### src/rtl/parity_rr_scheduler_pkg.sv
// Shared types and the round-robin pick function for the parity scheduler.
// rr_pick searches at most RR_MAX requesters starting at ptr, wrapping modulo nreq.
package parity_pkg;

  localparam int PAR_EVEN = 0;
  localparam int PAR_ODD  = 1;

  typedef logic [0:0] state_t;
  localparam state_t EMPTY = 1'b0;
  localparam state_t FULL  = 1'b1;

  localparam int RR_MAX   = 16;
  localparam int RR_IDX_W = 4;

  typedef struct packed {
    logic                found;
    logic [RR_IDX_W-1:0] idx;
  } pick_t;

  function automatic pick_t rr_pick(input logic [RR_MAX-1:0]   valid,
                                    input logic [RR_IDX_W-1:0] ptr,
                                    input int                  nreq);
    pick_t p;
    int    idx;
    p = '0;
    for (int k = 0; k < RR_MAX; k++) begin
      idx = (int'(ptr) + k) % nreq;
      if (k < nreq && !p.found && valid[idx[RR_IDX_W-1:0]]) begin
        p.found = 1'b1;
        p.idx   = idx[RR_IDX_W-1:0];
      end
    end
    return p;
  endfunction

endpackage

### src/rtl/parity_rr_scheduler_if.sv
// Request/response bundle between the producers (master) and the scheduler (slave).
interface parity_rr_scheduler_if #(
  parameter int NREQ   = 4,
  parameter int DATA_W = 32
);
  localparam int ID_W = $clog2(NREQ);

  logic [NREQ-1:0]        req_valid;
  logic [NREQ*DATA_W-1:0] req_data;
  logic [NREQ-1:0]        req_ready;
  logic                   rsp_valid;
  logic                   rsp_ready;
  logic [DATA_W-1:0]      rsp_data;
  logic                   rsp_parity;
  logic [ID_W-1:0]        rsp_id;

  modport master (
    output req_valid, req_data, rsp_ready,
    input  req_ready, rsp_valid, rsp_data, rsp_parity, rsp_id
  );

  modport slave (
    input  req_valid, req_data, rsp_ready,
    output req_ready, rsp_valid, rsp_data, rsp_parity, rsp_id
  );
endinterface

### src/rtl/parity_rr_scheduler_xor_tree.sv
// Combinational parity of one word; ODD selects an inverted (odd) parity bit.
module parity_xor_tree
  import parity_pkg::*;
#(
  parameter int DATA_W = 32,
  parameter int ODD    = PAR_EVEN
) (
  input  logic [DATA_W-1:0] data_i,
  output logic              parity_o
);
  assign parity_o = (^data_i) ^ (ODD == PAR_ODD);
endmodule

### src/rtl/parity_rr_scheduler.sv
// Round-robin shares one parity datapath between NREQ requesters.
// One registered response slot; a new grant may load while the old one drains.
module parity_rr_scheduler
  import parity_pkg::*;
#(
  parameter int NREQ   = 4,
  parameter int DATA_W = 32,
  parameter int ODD    = PAR_EVEN
) (
  input  logic                  clk,
  input  logic                  rst,
  parity_rr_scheduler_if.slave  bus
);
  localparam int ID_W = $clog2(NREQ);

  state_t            state_q, state_d;
  logic [ID_W-1:0]   rr_ptr_q, rr_ptr_d;
  logic [DATA_W-1:0] rsp_data_q, rsp_data_d;
  logic              rsp_parity_q, rsp_parity_d;
  logic [ID_W-1:0]   rsp_id_q, rsp_id_d;

  logic [RR_MAX-1:0] valid_ext;
  pick_t             pick;
  logic              can_accept;
  logic              grant;
  logic [ID_W-1:0]   win_idx;
  logic [DATA_W-1:0] win_word;
  logic              win_parity;

  always_comb begin
    valid_ext = '0;
    valid_ext[NREQ-1:0] = bus.req_valid;
  end

  assign pick       = rr_pick(valid_ext, RR_IDX_W'(rr_ptr_q), NREQ);
  assign win_idx    = pick.idx[ID_W-1:0];
  assign can_accept = (state_q == EMPTY) || bus.rsp_ready;
  assign grant      = pick.found && can_accept && !rst;
  assign win_word   = bus.req_data[win_idx*DATA_W +: DATA_W];

  parity_xor_tree #(
    .DATA_W (DATA_W),
    .ODD    (ODD)
  ) u_xor_tree (
    .data_i   (win_word),
    .parity_o (win_parity)
  );

  always_comb begin
    bus.req_ready = '0;
    if (grant) bus.req_ready[win_idx] = 1'b1;
  end

  always_comb begin
    state_d      = state_q;
    rr_ptr_d     = rr_ptr_q;
    rsp_data_d   = rsp_data_q;
    rsp_parity_d = rsp_parity_q;
    rsp_id_d     = rsp_id_q;
    if (grant) begin
      state_d      = FULL;
      rsp_data_d   = win_word;
      rsp_parity_d = win_parity;
      rsp_id_d     = win_idx;
      rr_ptr_d     = (win_idx == ID_W'(NREQ - 1)) ? '0 : win_idx + 1'b1;
    end else if (state_q == FULL && bus.rsp_ready) begin
      // Drained with nothing to replace it; payload fields keep their last value.
      state_d = EMPTY;
    end
  end

  always_ff @(posedge clk) begin
    if (rst) begin
      state_q      <= EMPTY;
      rr_ptr_q     <= '0;
      rsp_data_q   <= '0;
      rsp_parity_q <= 1'b0;
      rsp_id_q     <= '0;
    end else begin
      state_q      <= state_d;
      rr_ptr_q     <= rr_ptr_d;
      rsp_data_q   <= rsp_data_d;
      rsp_parity_q <= rsp_parity_d;
      rsp_id_q     <= rsp_id_d;
    end
  end

  assign bus.rsp_valid  = (state_q == FULL);
  assign bus.rsp_data   = rsp_data_q;
  assign bus.rsp_parity = rsp_parity_q;
  assign bus.rsp_id     = rsp_id_q;
endmodule

### src/flat_wrapper.sv
// flat-port wrapper written by rule: the top's interface ports become plain ports
module parity_rr_scheduler_flat import parity_pkg::*;
#(
  parameter int NREQ   = 4,
  parameter int DATA_W = 32,
  parameter int ODD    = PAR_EVEN
)
  (clk, rst, bus_req_valid, bus_req_data, bus_rsp_ready, bus_req_ready, bus_rsp_valid, bus_rsp_data, bus_rsp_parity, bus_rsp_id);
  parity_rr_scheduler_if #(.NREQ(NREQ), .DATA_W(DATA_W)) bus_i ();
  input  logic clk;
  input  logic rst;
  input wire logic [$bits(bus_i.req_valid)-1:0] bus_req_valid;
  input wire logic [$bits(bus_i.req_data)-1:0] bus_req_data;
  input wire logic [$bits(bus_i.rsp_ready)-1:0] bus_rsp_ready;
  output wire logic [$bits(bus_i.req_ready)-1:0] bus_req_ready;
  output wire logic [$bits(bus_i.rsp_valid)-1:0] bus_rsp_valid;
  output wire logic [$bits(bus_i.rsp_data)-1:0] bus_rsp_data;
  output wire logic [$bits(bus_i.rsp_parity)-1:0] bus_rsp_parity;
  output wire logic [$bits(bus_i.rsp_id)-1:0] bus_rsp_id;
  assign bus_i.req_valid = bus_req_valid;
  assign bus_i.req_data = bus_req_data;
  assign bus_i.rsp_ready = bus_rsp_ready;
  assign bus_req_ready = bus_i.req_ready;
  assign bus_rsp_valid = bus_i.rsp_valid;
  assign bus_rsp_data = bus_i.rsp_data;
  assign bus_rsp_parity = bus_i.rsp_parity;
  assign bus_rsp_id = bus_i.rsp_id;
  parity_rr_scheduler #(.NREQ(NREQ), .DATA_W(DATA_W), .ODD(ODD)) u_core (.clk(clk), .rst(rst), .bus(bus_i));
endmodule
### config.mk
export PLATFORM = sky130hd
export DESIGN_NAME = parity_rr_scheduler_flat
export DESIGN_NICKNAME = d
export VERILOG_FILES = /design/src/rtl/parity_rr_scheduler_pkg.sv /design/src/rtl/parity_rr_scheduler_if.sv /design/src/rtl/parity_rr_scheduler_xor_tree.sv /design/src/rtl/parity_rr_scheduler.sv /design/src/flat_wrapper.sv
export SDC_FILE = /design/constraint.sdc
export NUM_CORES = 1
export LEC_CHECK = 0
export ABC_AREA = 1
export BUFFER_PORTS_ARGS = -buffer_cell sky130_fd_sc_hd__buf_2
export CAP_MARGIN = 10
export CORE_MARGIN = 3
export CORE_UTILIZATION = 42
export DETAILED_ROUTE_END_ITERATION = 8
export GPL_TIMING_DRIVEN = 0
export PLACE_DENSITY = 0.73
export RECOVER_POWER = 50
export SLEW_MARGIN = 15
export SYNTH_ARGS = -nofsm -noshare
export SYNTH_HDL_FRONTEND = slang
export SYNTH_SLANG_ARGS = --single-unit
### constraint.sdc
create_clock -name clk -period 2.4 [get_ports clk]
set_input_delay 0.12 -clock clk [delete_from_list [all_inputs] [get_ports clk]]
set_output_delay 0.12 -clock clk [all_outputs]
set_load 0.01 [all_outputs]
# Word level (Yosys, flattened, before mapping)
# Index checks and enable logic that the tools add are counted.
[op_classes]
addsub = 4
n_lt_le_gt_ge = 6
eq_ne = 1
n_shift = 1
n_mux = 18
bitwise = 4
n_reduce_logical = 17
[ops]
columns = ["cell", "n"]
rows = [
  ["variable part select 128 x 8 -> 32 bit", 1],
  ["parity 32 bit", 1],
  ["two-way mux 5 bit", 4],
  ["less-than comparator 4 x 5 -> 1 bit, second input constant", 3],
  ["binary-select mux 1 bit (select 3 bit)", 3],
  ["logical AND 1 bit", 7],
  ["two-way mux 1 bit", 7],
  ["OR reduction 2 bit", 3],
  ["less-than comparator 2 x 5 -> 1 bit, second input constant", 1],
  ["adder 2 x 1 -> 2 bit, second input constant", 2],
  ["adder 2 bit, second input constant", 2],
  ["zero test 1 bit", 4],
  ["two-way mux 4 bit", 1],
  ["bitwise AND 1 bit, first input constant", 3],
  ["less-than comparator 2 x 3 -> 1 bit, second input constant", 1],
  ["binary-select mux 1 bit (select 2 bit)", 1],
  ["demux 1 bit (select 2 bit)", 1],
  ["== test 2 bit, second input constant", 1],
  [">= comparator 2 x 1 -> 1 bit, second input constant", 1],
  ["two-way mux 2 bit", 1],
  ["nonzero test 2 bit", 1],
  ["logical OR 1 bit", 1],
  ["inverter 1 bit", 1],
]
[totals]
ff_bits = 38
inputBits = 135
output_inout_bits = 40
word_cells = 56

# Depth between registers and ports, before layout
# Gate-level depths: netlist of the first run.
[depth]
depth_word = 18
depth_mapped = 28
mapped_depth_nobuf = 26

# Hierarchy
# From an unflattened synthesis of the first run, not the netlist that was laid out.
[hier_totals]
cells_unflattened = 771
area_unflattened_um2 = 3888.7
[by_module_without_submodules]
columns = ["module", "n_inst", "cells_per_inst", "area_each_um2"]
rows = [
  ["parity_rr_scheduler", 1, 556, 3062.9],
  ["parity_xor_tree", 1, 215, 825.8],
]

# Worst setup path before layout of the first run
# OpenSTA, ideal clock, no wires.
[synth_path]
kind = "register -> register"
startpoint = "register u_core.rr_ptr_q[0]"
endpoint = "register u_core.rsp_parity_q (netlist: u_core.bus.rsp_parity)"
setup_time_ns = 0.109
t_arrival_ns = 2.232
required_time_ns = 2.291
setup_slack_ns = 0.059
stages_incl_launch_ff = 27
n_path_buf = 3
path_cell_list = "dfxtp_1 buf_6 nand2_1 nand3_1 nand2_2 nor2_4 nand3_4 nand3_4 buf_6 buf_8 nand2_2 nand2_1 nand2_1 nand2_1 nand2_1 nand2_1 nand2_1 nand2_1 nand2_1 nand2_1 inv_1 nand2_1 nand2_1 nand2_1 nand3_1 nand2_1 inv_1"
[synth_between]
elab_chain_len = 15
elab_cells_between_ends = 31
classes_between = "add/sub: 3; shift: 1; mux: 12; bitwise: 3; reduce/logical: 12"
[synth_rtl]
columns = ["item", "line", "source"]
rows = [
  ["start: declaration", "parity_rr_scheduler.sv:17", "logic [ID_W-1:0] rr_ptr_q, rr_ptr_d;"],
  ["start signal: assignment", "parity_rr_scheduler.sv:81", "rr_ptr_q <= rr_ptr_d;"],
  ["adder 2 x 1 -> 2 bit", "parity_rr_scheduler_pkg.sv:27", "idx = (int'(ptr) + k) % nreq;"],
  ["OR reduction 2 bit (no line)", "n/a", ""],
  ["bitwise AND 1 bit (no line)", "n/a", ""],
  ["binary-select mux 1 bit (select 3 bit)", "parity_rr_scheduler_pkg.sv:28", "if (k < nreq && !p.found && valid[idx[RR_IDX_W-1:0]]) begin"],
  ["two-way mux 1 bit (implied by the code)", "parity_rr_scheduler_pkg.sv:28", ""],
  ["logical AND 1 bit", "parity_rr_scheduler_pkg.sv:28", ""],
  ["two-way mux 5 bit", "parity_rr_scheduler_pkg.sv:28", ""],
  ["zero test 1 bit", "parity_rr_scheduler_pkg.sv:28", ""],
  ["logical AND 1 bit", "parity_rr_scheduler_pkg.sv:28", ""],
  ["two-way mux 5 bit", "parity_rr_scheduler_pkg.sv:28", ""],
  ["zero test 1 bit", "parity_rr_scheduler_pkg.sv:28", ""],
  ["logical AND 1 bit", "parity_rr_scheduler_pkg.sv:28", ""],
  ["two-way mux 5 bit (*)", "parity_rr_scheduler_pkg.sv:28", ""],
  ["variable part select 128 x 8 -> 32 bit / logical AND 1 bit (equally long branches)", "parity_rr_scheduler.sv:39, parity_rr_scheduler.sv:38", ""],
  ["parity 32 bit / logical AND 1 bit (equally long branches)", "parity_rr_scheduler_xor_tree.sv:11, parity_rr_scheduler.sv:38", ""],
  ["end signal: assignment", "parity_rr_scheduler.sv:83", "rsp_parity_q <= rsp_parity_d;"],
  ["end: declaration", "parity_rr_scheduler.sv:19", "logic rsp_parity_q, rsp_parity_d;"],
]
# Mark *: on every way between the ends. The rest lies on a longest branch, timed or not. The select of a mux whose other input is x is not followed.
# A chain may end at the register's enable or synchronous reset.

# Worst setup path after layout of the first run
[layout_path]
startpoint = "register u_core.rr_ptr_q[1]"
endpoint = "register u_core.rsp_parity_q (netlist: u_core.bus.rsp_parity)"
# The elaborated chain is that of the path after synthesis.

==> impl_metrics.env, run 1 <==
export IMPL_overflow=0
export IMPL_start_util=0.439
export IMPL_syn_inst=909
export IMPL_core_area_um2=10500
export IMPL_antenna_found_initial=1
export IMPL_io_buffers=174
export IMPL_avgSynthCellArea_um2=5.07
export IMPL_path_max_fanout=5
export IMPL_grt_max_degree=14
export IMPL_crit_path_end_kind="flop"
export IMPL_grt_pass1_vias=5889
export IMPL_dp_hpwl_um=13600
export IMPL_ys_seq_area_frac=0.165
export IMPL_relSlewSlack=0.493
export IMPL_clockBufferDepth=2
export IMPL_synth_seq_cells=38
export IMPL_area_growth_pct=45.0
export IMPL_track_usage=0.282
export IMPL_top_usage_layer="met2"
export IMPL_cts_tree="yes"
export IMPL_ys_types=22
export IMPL_synth_edf_count=0
export IMPL_max_stage_delay_ns=0.38
export IMPL_die_area_um2=12300
export IMPL_worst_slack_ns=-0.427
export IMPL_status="complete, but fails checks"
export IMPL_cts_made_buffers=5
export IMPL_holdCritPathClass="primary input to flop"
export IMPL_synth_top_area_share=0.381
export IMPL_ys_warn_count=0
export IMPL_vias_per_cell=5.28
export IMPL_grtUsageMet1=0.386
export IMPL_ir_drop_v=0.000714
export IMPL_die_x_um=111
export IMPL_max_clock_freq_ghz=0.354
export IMPL_ant_nets=0
export IMPL_finalSetupViolCount=5
export IMPL_drt_iter0_drc=699
export IMPL_p_per_area_nw_per_um2=1780
export IMPL_grt_use_met3=0.0420
export IMPL_fin_util=0.636
export IMPL_std_cell_rows=37
export IMPL_design_portCount=175
export IMPL_crit_top_cell="nand2_1"
export IMPL_drive_gt1_frac=0.322
export IMPL_synthTopCellsByArea="nand2_1, dfxtp_1, nand3_1"
export IMPL_path_class="flop to flop"
export IMPL_dieHeight_um=111
export IMPL_final_max_slew_violation_count=0
export IMPL_synthArstFlopShare=0
export IMPL_hold_viol_final=0
export IMPL_syn_area_um2=4610
export IMPL_wl_per_cell_um=15.3
export IMPL_setup_tns_ns=-0.629
export IMPL_period_share=1.18
export IMPL_final_setup_skew_ns=0.00681
export IMPL_clkSinkCount=38
export IMPL_final_nets=1257
export IMPL_vias=6632
export IMPL_first_pass_iters=6
export IMPL_path_clk_slew_ns=0.09
export IMPL_route_detailed_drc=0
export IMPL_routabilityCongestion=0.929
export IMPL_maxCapViolations=0
export IMPL_worst_pin_slew_ns=0.760
export IMPL_syn_nets=1048
export IMPL_drt_total_wl_um=19200
export IMPL_clock_root_buffer="clkbuf_8"
export IMPL_htreeDepth=2
export IMPL_start_kind="flop"
export IMPL_synth_ff_type="dfxtp_1"
export IMPL_leakage_nw=3.99
export IMPL_synth_top_cell_by_area="nand2_1"
export IMPL_critPathSlowestCell="dfxtp_4"
export IMPL_crit_arrival_ns=3.04
export IMPL_grt_pass1_wl_um=28500
export IMPL_rsz0062_at_grt="yes"
export IMPL_clk_insertion_delay_late_ns=0.30
export IMPL_cp_required_ns=2.62
export IMPL_final_min_clock_period_ns=2.83
export IMPL_grt_use_met2=0.454
export IMPL_violations="setup timing"
[layout make-up]
class | count | area (µm²)
Antenna cell | 1 | 2.50
Clock buffer | 5 | 68.8
Fill cell | 1092 | 3820
Multi-Input combinational cell | 703 | 3510
Sequential cell | 38 | 768
Timing Repair Buffer | 201 | 1130
Tap cell | 136 | 170
Clock inverter | 3 | 68.8
Buffer | 52 | 504
Inverter | 117 | 459
[worst paths after layout]
check                          startpoint                 endpoint  slack (ns)  cells after the start
setup reg to reg       u_core.rr_ptr_q[1]    u_core.bus.rsp_parity       -0.43                     26
hold / removal              bus_rsp_ready     u_core.bus.rsp_valid        0.19                      4
setup / recovery       u_core.rr_ptr_q[1]    u_core.bus.rsp_parity       -0.43                     26
hold reg to reg   u_core.bus.rsp_data[16]  u_core.bus.rsp_data[16]        0.49                      2
[synthesized netlist by cell type (2+ instances only)]
| library cell | instances |
|---|---|
| clkbuf_1 | 11 |
| nand4_1 | 54 |
| inv_1 | 110 |
| nand3_1 | 111 |
| dfxtp_1 | 38 |
| nand2_1 | 468 |
| nand3_4 | 3 |
| ha_1 | 4 |
| nand2_2 | 12 |
| buf_6 | 10 |
| buf_1 | 5 |
| nor2_1 | 7 |
| buf_2 | 20 |
| a21oi_1 | 2 |
| buf_4 | 5 |
| o21ai_0 | 37 |
| inv_2 | 7 |
[metrics by stage]
| step | instance area, µm² | power, W | worst slack (ns) | hold slack [ns] | cells |
|---|---|---|---|---|---|
| CTS | 6070 | 0.0102 | -0.304 | 0.181 | 1236 |
| floorplan | 4610 | 0.00683 | 0.0594 | 0.189 | 909 |
| detailed placement | 5650 | 0.00895 | -0.505 | 0.299 | 1219 |
| global placement | 5650 | 0.00883 | -0.499 | 0.310 | 1219 |
| finish | 6690 | 0.0119 | -0.427 | 0.190 | 1256 |
| global route | 6690 | 0.0129 | -0.570 | 0.212 | 1256 |
[routing by layer]
metal | up-vias | wire length [µm]
met4 | 0 | 569
li1 | 3261 | -
met1 | 2925 | 8000
met3 | 65 | 2090
met5 | - | 0
met2 | 381 | 8580
[cells in the final DEF, fill, tap and decap left out, types with 26 or more instances in the layout]
| cell | n |
|---|---|
| nand2_1 | 367 |
| buf_2 | 147 |
| inv_1 | 109 |
| nand2_2 | 100 |
| nand3_1 | 99 |
| nand4_1 | 54 |
| clkbuf_1 | 40 |
| o21ai_0 | 37 |
| dfxtp_1 | 36 |
| buf_4 | 26 |
[kinds of logic (layout without fill, tap and decap cells)]
kind of cell,count (synthesis),count (layout),share of synthesized area
other,0,1,0
adders and majority gates,4,4,0.0109
buffers and inverters,169,378,0.166
and+or+nand+nor,657,658,0.613
AOI/OAI and AO/OA,41,41,0.0451
DFF,38,38,0.165
[what timing repair did]
action / in CTS / in global routing
setup endpoints to repair: 32 / 39
hold endpoints to repair: 1 / 0
buffers inserted: 6 / 14
hold buffers: 1 / 0
gates resized for setup: 63 / 141
cloned: 2 / 5
pin swaps: 7 / 63
[where the power goes]
part | switching [W] | internal (W)
Combinational | 0.00641 | 0.00371
Clock | 0.000274 | 0.000417
Sequential | 0.000168 | 0.000909
[state kept, by name, summed over array words and instances (netlist names)]
signal,count
u_core.bus.rsp_parity,1
u_core.bus.rsp_valid,1
u_core.rr_ptr_q,2
u_core.bus.rsp_data,32
u_core.bus.rsp_id,2
[worst max-delay path: cells and delay by family (launching register included)]
family | cells | cell delay, ns
AND/OR/NAND/NOR | 22 | 1.80
buffers and inverters | 4 | 0.54
flip-flops | 1 | 0.38
Power figures use the tool's default switching activity.
==> inputs of run 2 (changes only) <==
PLACE_DENSITY = default   (was 0.73)
PLACE_DENSITY_LB_ADDON = 0.2   (was default)
SLEW_MARGIN = 20   (was 15)
==> run 2 against run 1 <==
  * The flow still finishes with violations (setup timing)
  * Setup slack better by 0.033 ns
  * Clock power fell by 2%
  * Clock skew rose by 0.00087 ns
  * Core utilization rose by 2.3 points
  * Via count is 1.5% higher
  * Largest cell class unchanged
  * Largest power group unchanged
  * Highest routed layer unchanged
==> impl_metrics.env, run 2 (synthesized netlist as in run 1, its figures left out) <==
export IMPL_status="complete, but fails checks"
export IMPL_violations="setup timing"
export IMPL_antenna_found_initial=0
export IMPL_cellInternalPower_w=0.00569
export IMPL_drt_iter0_drc=597
export IMPL_drive_gt1_frac=0.325
export IMPL_die_x_um=111
export IMPL_met2_wirelength_um=8720
export IMPL_core_area_um2=10500
export IMPL_largest_register_ff_count=32
export IMPL_rsz0062_at_grt="yes"
export IMPL_highest_layer="met4"
export IMPL_combPwrFrac=0.862
export IMPL_clockPowerShare=0.054
export IMPL_start_util=0.439
export IMPL_regArea_um2=768
export IMPL_cts_tree="yes"
export IMPL_final_cells=1276
export IMPL_ant_nets=0
export IMPL_dieHeight_um=111
export IMPL_clkSinkCount=38
export IMPL_pwr_share_seq=0.085
export IMPL_grt_pass1_wl_um=29300
export IMPL_routabilityCongestion=0.951
export IMPL_n_antenna_cell=0
export IMPL_maxCapViolations=0
export IMPL_worst_pin_slew_ns=0.737
export IMPL_finalSetupViolCount=6
export IMPL_dp_cells=1219
export IMPL_final_max_slew_violation_count=0
export IMPL_grt_max_degree=14
export IMPL_hold_viol_final=0
export IMPL_wl_per_cell_um=15.3
export IMPL_first_pass_iters=6
export IMPL_final_min_clock_period_ns=2.79
export IMPL_final_setup_skew_ns=0.00768
export IMPL_grt_pass1_vias=6060
export IMPL_cp_required_ns=2.65
export IMPL_clk_insertion_delay_late_ns=0.29
export IMPL_die_area_um2=12300
export IMPL_fin_util=0.659
export IMPL_period_share=1.16
export IMPL_multi_input_area_um2=3460
export IMPL_path_class="flop to flop"
export IMPL_path_max_fanout=5
export IMPL_overflow=0
export IMPL_drt_total_wl_um=19500
export IMPL_clockBufferDepth=2
export IMPL_clock_root_buffer="clkbuf_8"
export IMPL_wl_met3_um=2240
export IMPL_p_per_area_nw_per_um2=1820
export IMPL_dp_hpwl_um=13400
export IMPL_std_cell_rows=37
export IMPL_route_detailed_drc=0
export IMPL_track_usage=0.287
export IMPL_start_kind="flop"
export IMPL_vias_per_cell=5.28
export IMPL_leakage_nw=4.11
export IMPL_io_buffers=174
export IMPL_final_cell_mix="nand2_1, buf_2, inv_1, nand3_1, nand2_2"
export IMPL_final_nets=1278
export IMPL_design_portCount=175
export IMPL_n_fill_cell=1007
export IMPL_max_clock_freq_ghz=0.358
export IMPL_worst_slack_ns=-0.394
export IMPL_holdCritPathClass="primary input to flop"
export IMPL_switching_power_w=0.00694
export IMPL_relSlewSlack=0.509
export IMPL_crit_arrival_ns=3.04
export IMPL_vias=6732
export IMPL_timing_hold_ws_ns=0.193
export IMPL_wl_met1_um=8010
export IMPL_crit_path_end_kind="flop"
export IMPL_layout_commonest_cell="nand2_1"
export IMPL_switching_share=0.549
export IMPL_cts_made_buffers=5
export IMPL_ir_drop_v=0.000737
export IMPL_htreeDepth=2
export IMPL_area_growth_pct=50.3
export IMPL_path_clk_slew_ns=0.09
[run 2: changes by cell type in the layout (fill, tap and decap cells not counted), moves of 4 or more]
cell / change
buf_4: +14
nand2_2: -12
nand2_1: +16
inv_1: -4
buf_8: +4
buf_6: +4
buf_2: -5
[run 2: timing repair]
action / CTS / global route
setup endpoints to repair: 33 / 30
pin swaps: 37 / 67
buffers inserted: 26 / 17
cloned: 6 / 5
resized for setup: 115 / 112
endpoints found under the hold margin: 1 / 0
hold buffers: 1 / 0
[run 2: layer usage]
metal / GRT usage / vias up
met1: 0.383 / 2953
met4: 0.100 / 0
met3: 0.0513 / 52
met5: 0 / -
li1: - / 3307
met2: 0.463 / 420
[run 2: final timing paths]
kind / startpoint / endpoint / slack, ns / depth (start not counted)
hold reg to reg: u_core.bus.rsp_data[21] / u_core.bus.rsp_data[21] / 0.49 / 2
setup reg to reg: u_core.rr_ptr_q[0] / u_core.bus.rsp_parity / -0.39 / 26
setup / recovery: u_core.rr_ptr_q[0] / u_core.bus.rsp_parity / -0.39 / 26
hold / removal: bus_rsp_ready / u_core.bus.rsp_valid / 0.19 / 4
[run 2: cell type report]
class,instances,share of cell area
Clock inverter,3,0.00993
Timing Repair Buffer,226,0.201
Clock buffer,5,0.00993
Buffer,48,0.0773
Inverter,117,0.0663
Multi-Input combinational cell,703,0.500
Sequential cell,38,0.111
Tap cell,136,0.0246
[run 2: power by group through the flow]
stage | Clock, W | Combinational (W) | Sequential, W
after global placement | 0 | 0.00773 | 0.00106
after CTS | 0.000680 | 0.00931 | 0.00106
after detailed placement | 0 | 0.00785 | 0.00106
final | 0.000677 | 0.0109 | 0.00107
after floorplan | 0 | 0.00566 | 0.00116
after global routing | 0.000698 | 0.0118 | 0.00110
[run 2: metrics by stage]
| stage | power [W] | setup TNS [ns] | setup slack (ns) | instance area, µm² |
|---|---|---|---|---|
| 6_report | 0.0126 | -1.00 | -0.394 | 6930 |
| 5_1_grt | 0.0136 | -1.66 | -0.532 | 6930 |
| 4_1_cts | 0.0110 | -0.693 | -0.220 | 6440 |
| 3_5_place_dp | 0.00891 | -12.99 | -0.580 | 5650 |
| 3_3_place_gp | 0.00879 | -11.16 | -0.510 | 5650 |
| 2_1_floorplan | 0.00683 | 0 | 0.0594 | 4610 |
[run 2: worst max-delay path, stage by stage (launching register included)]
cell and delay, ns:
dfxtp_4 0.38, buf_8 0.14, nand2_4 0.07, nand2_4 0.08, nand2_4 0.09, nand2_4 0.05
nor2_4 0.16, nand3_4 0.14, nand3_4 0.17, buf_12 0.16, buf_16 0.13, nand2_2 0.06
nand2_1 0.07, nand2_1 0.10, nand2_2 0.13, nand2_1 0.08, nand2_1 0.09, nand2_1 0.06
nand2_2 0.09, nand2_1 0.07, nand2_2 0.08, nand2_1 0.06, nand2_1 0.08, nand2_1 0.05
nand3_1 0.07, nand2_1 0.05, inv_1 0.04
==> inputs of run 3 (changes only) <==
CORE_ASPECT_RATIO = 2   (was default)
==> run 3 against run 2 <==
  * The run still ends with setup timing left
  * Sequential cell count stayed put
  * Hold slack worse by 0.19 ns
  * Largest power group unchanged
  * Combinational power is 7% lower
  * Cell area is 4.6% lower
  * Die area is 0.62% higher
  * Critical path depth is 2 higher
  * Clock power is 15% higher
  * Highest routed layer unchanged
==> impl_metrics.env, run 3 (synthesized netlist as in run 1, its figures left out) <==
export IMPL_crit_top_cell="nand2_1"
export IMPL_largest_register_ff_count=32
export IMPL_ant_nets=0
export IMPL_holdCritPathClass="primary input to flop"
export IMPL_clkSinkCount=38
export IMPL_grt_pass1_vias=6042
export IMPL_route_detailed_drc=0
export IMPL_dp_cells=1220
export IMPL_final_max_slew_violation_count=0
export IMPL_critPathSlowestCell="dfxtp_4"
export IMPL_crit_arrival_ns=2.96
export IMPL_track_usage=0.304
export IMPL_cts_made_buffers=5
export IMPL_cellInternalPower_w=0.00522
export IMPL_clockPowerShare=0.065
export IMPL_max_clock_freq_ghz=0.361
export IMPL_leakage_nw=3.97
export IMPL_grt_max_degree=12
export IMPL_dp_hpwl_um=15000
export IMPL_start_util=0.434
export IMPL_combPwrFrac=0.846
export IMPL_min_from="rst"
export IMPL_cts_hold_buffers=0
export IMPL_final_cell_mix="nand2_1, buf_2, inv_1, nand3_1, nand2_2"
export IMPL_std_cell_rows=53
export IMPL_clockBufferDepth=2
export IMPL_vias=6632
export IMPL_pwr_share_seq=0.089
export IMPL_crit_family="simple AND/OR/NAND/NOR gates"
export IMPL_rsz0062_at_grt="yes"
export IMPL_path_max_fanout=7
export IMPL_final_setup_skew_ns=0.00325
export IMPL_fin_total_pwr_w=0.0120
export IMPL_maxCapViolations=0
export IMPL_grt_pass1_wl_um=29100
export IMPL_path_class="flop to flop"
export IMPL_finalSetupViolCount=2
export IMPL_antenna_found_initial=0
export IMPL_clk_insertion_delay_late_ns=0.28
export IMPL_period_share=1.15
export IMPL_status="complete, but fails checks"
export IMPL_n_fill_cell=1112
export IMPL_relSlewSlack=0.633
export IMPL_io_buffers=174
export IMPL_core_area_um2=10600
export IMPL_die_area_um2=12300
export IMPL_worst_pin_slew_ns=0.551
export IMPL_vias_per_cell=5.26
export IMPL_die_x_um=80.1
export IMPL_wl_per_cell_um=15.5
export IMPL_drive_gt1_frac=0.308
export IMPL_crit_path_end_kind="flop"
export IMPL_n_antenna_cell=0
export IMPL_htreeDepth=2
export IMPL_overflow=0
export IMPL_switching_share=0.565
export IMPL_reg2reg_from="u_core.rr_ptr_q[0]"
export IMPL_cts_tree="yes"
export IMPL_first_pass_iters=5
export IMPL_p_per_area_nw_per_um2=1810
export IMPL_start_kind="flop"
export IMPL_setup_worst_path_start="u_core.rr_ptr_q[0]"
export IMPL_clock_root_buffer="clkbuf_16"
export IMPL_final_cells=1262
export IMPL_routabilityCongestion=0.972
export IMPL_max_stage_delay_ns=0.37
export IMPL_drt_iter0_drc=441
export IMPL_path_buf_inv=5
export IMPL_ir_drop_v=0.000903
export IMPL_switching_power_w=0.00677
export IMPL_final_min_clock_period_ns=2.77
export IMPL_path_clk_slew_ns=0.06
export IMPL_hold_viol_final=0
export IMPL_drt_total_wl_um=19600
export IMPL_cp_required_ns=2.59
export IMPL_violations="setup timing"
export IMPL_design_portCount=175
export IMPL_layout_commonest_cell="nand2_1"
export IMPL_final_nets=1264
export IMPL_area_growth_pct=43.3
export IMPL_worst_slack_ns=-0.370
export IMPL_dieHeight_um=154
-- run 3: changes by cell type in the layout (fill, tap and decap cells not counted), moves of 3 or more --
cell,before,now
buf_8,12,4
buf_4,40,36
inv_1,105,109
buf_16,3,0
nand3_1,99,102
nand3_2,10,7
nand2_2,88,91
buf_6,15,12
-- run 3: power groups by stage --
stage                     Combinational (W)  Clock (W)  Sequential (W)
after detailed placement            0.00802          0         0.00106
after global routing                 0.0111   0.000804         0.00109
after global placement              0.00791          0         0.00106
after CTS                           0.00890   0.000774         0.00105
final                                0.0101   0.000777         0.00106
after floorplan                     0.00566          0         0.00116
-- run 3: cell type report --
cell class | instances | area (µm²) | area share
clock buffers | 6 | 139 | 0.0210
plain buffers | 50 | 464 | 0.0703
flip-flops and latches | 38 | 768 | 0.116
repair buffers | 210 | 1170 | 0.178
multi-input cells | 703 | 3410 | 0.516
clock inverters | 1 | 30.0 | 0.00454
well taps | 137 | 171 | 0.0259
inverters | 117 | 452 | 0.0684
-- run 3: worst paths after layout --
| path | to | slack, ns | cells past startpoint |
|---|---|---|---|
| max | u_core.bus.rsp_parity | -0.37 | 28 |
| min | u_core.rr_ptr_q[0] | 0.006 | 2 |
| max reg2reg | u_core.bus.rsp_parity | -0.37 | 28 |
| min reg2reg | u_core.bus.rsp_data[31] | 0.48 | 2 |
-- run 3: timing repair --
| action | 4_1_cts | 5_1_grt |
|---|---|---|
| setup endpoints to repair | 37 | 27 |
| pin swaps | 8 | 55 |
| resized for setup | 75 | 101 |
| gates cloned | 3 | 2 |
| buffers inserted | 16 | 17 |
-- run 3: through the flow --
| stage | instance area (µm²) | TNS [ns] | util | hold slack (ns) | worst slack (ns) |
|---|---|---|---|---|---|
| 6_report | 6610 | -0.418 | 0.623 | 0.00582 | -0.370 |
| 5_1_grt | 6610 | -0.865 | 0.623 | 0.0106 | -0.482 |
| 4_1_cts | 6190 | -0.340 | 0.583 | 0.00293 | -0.295 |
| 3_5_place_dp | 5650 | -11.71 | 0.533 | 0.302 | -0.524 |
| 3_3_place_gp | 5650 | -10.98 | 0.533 | 0.299 | -0.499 |
| 2_1_floorplan | 4610 | 0 | - | 0.189 | 0.0594 |
-- run 3: per-layer routing --
metal,vias to the layer above,track usage,wire length [µm],share of wire
met4,0,0.237,2010,0.10
met2,366,0.548,9700,0.50
li1,3283,-,-,-
met5,-,0,0,0
met3,124,0.0440,1500,0.077
met1,2859,0.296,6380,0.33
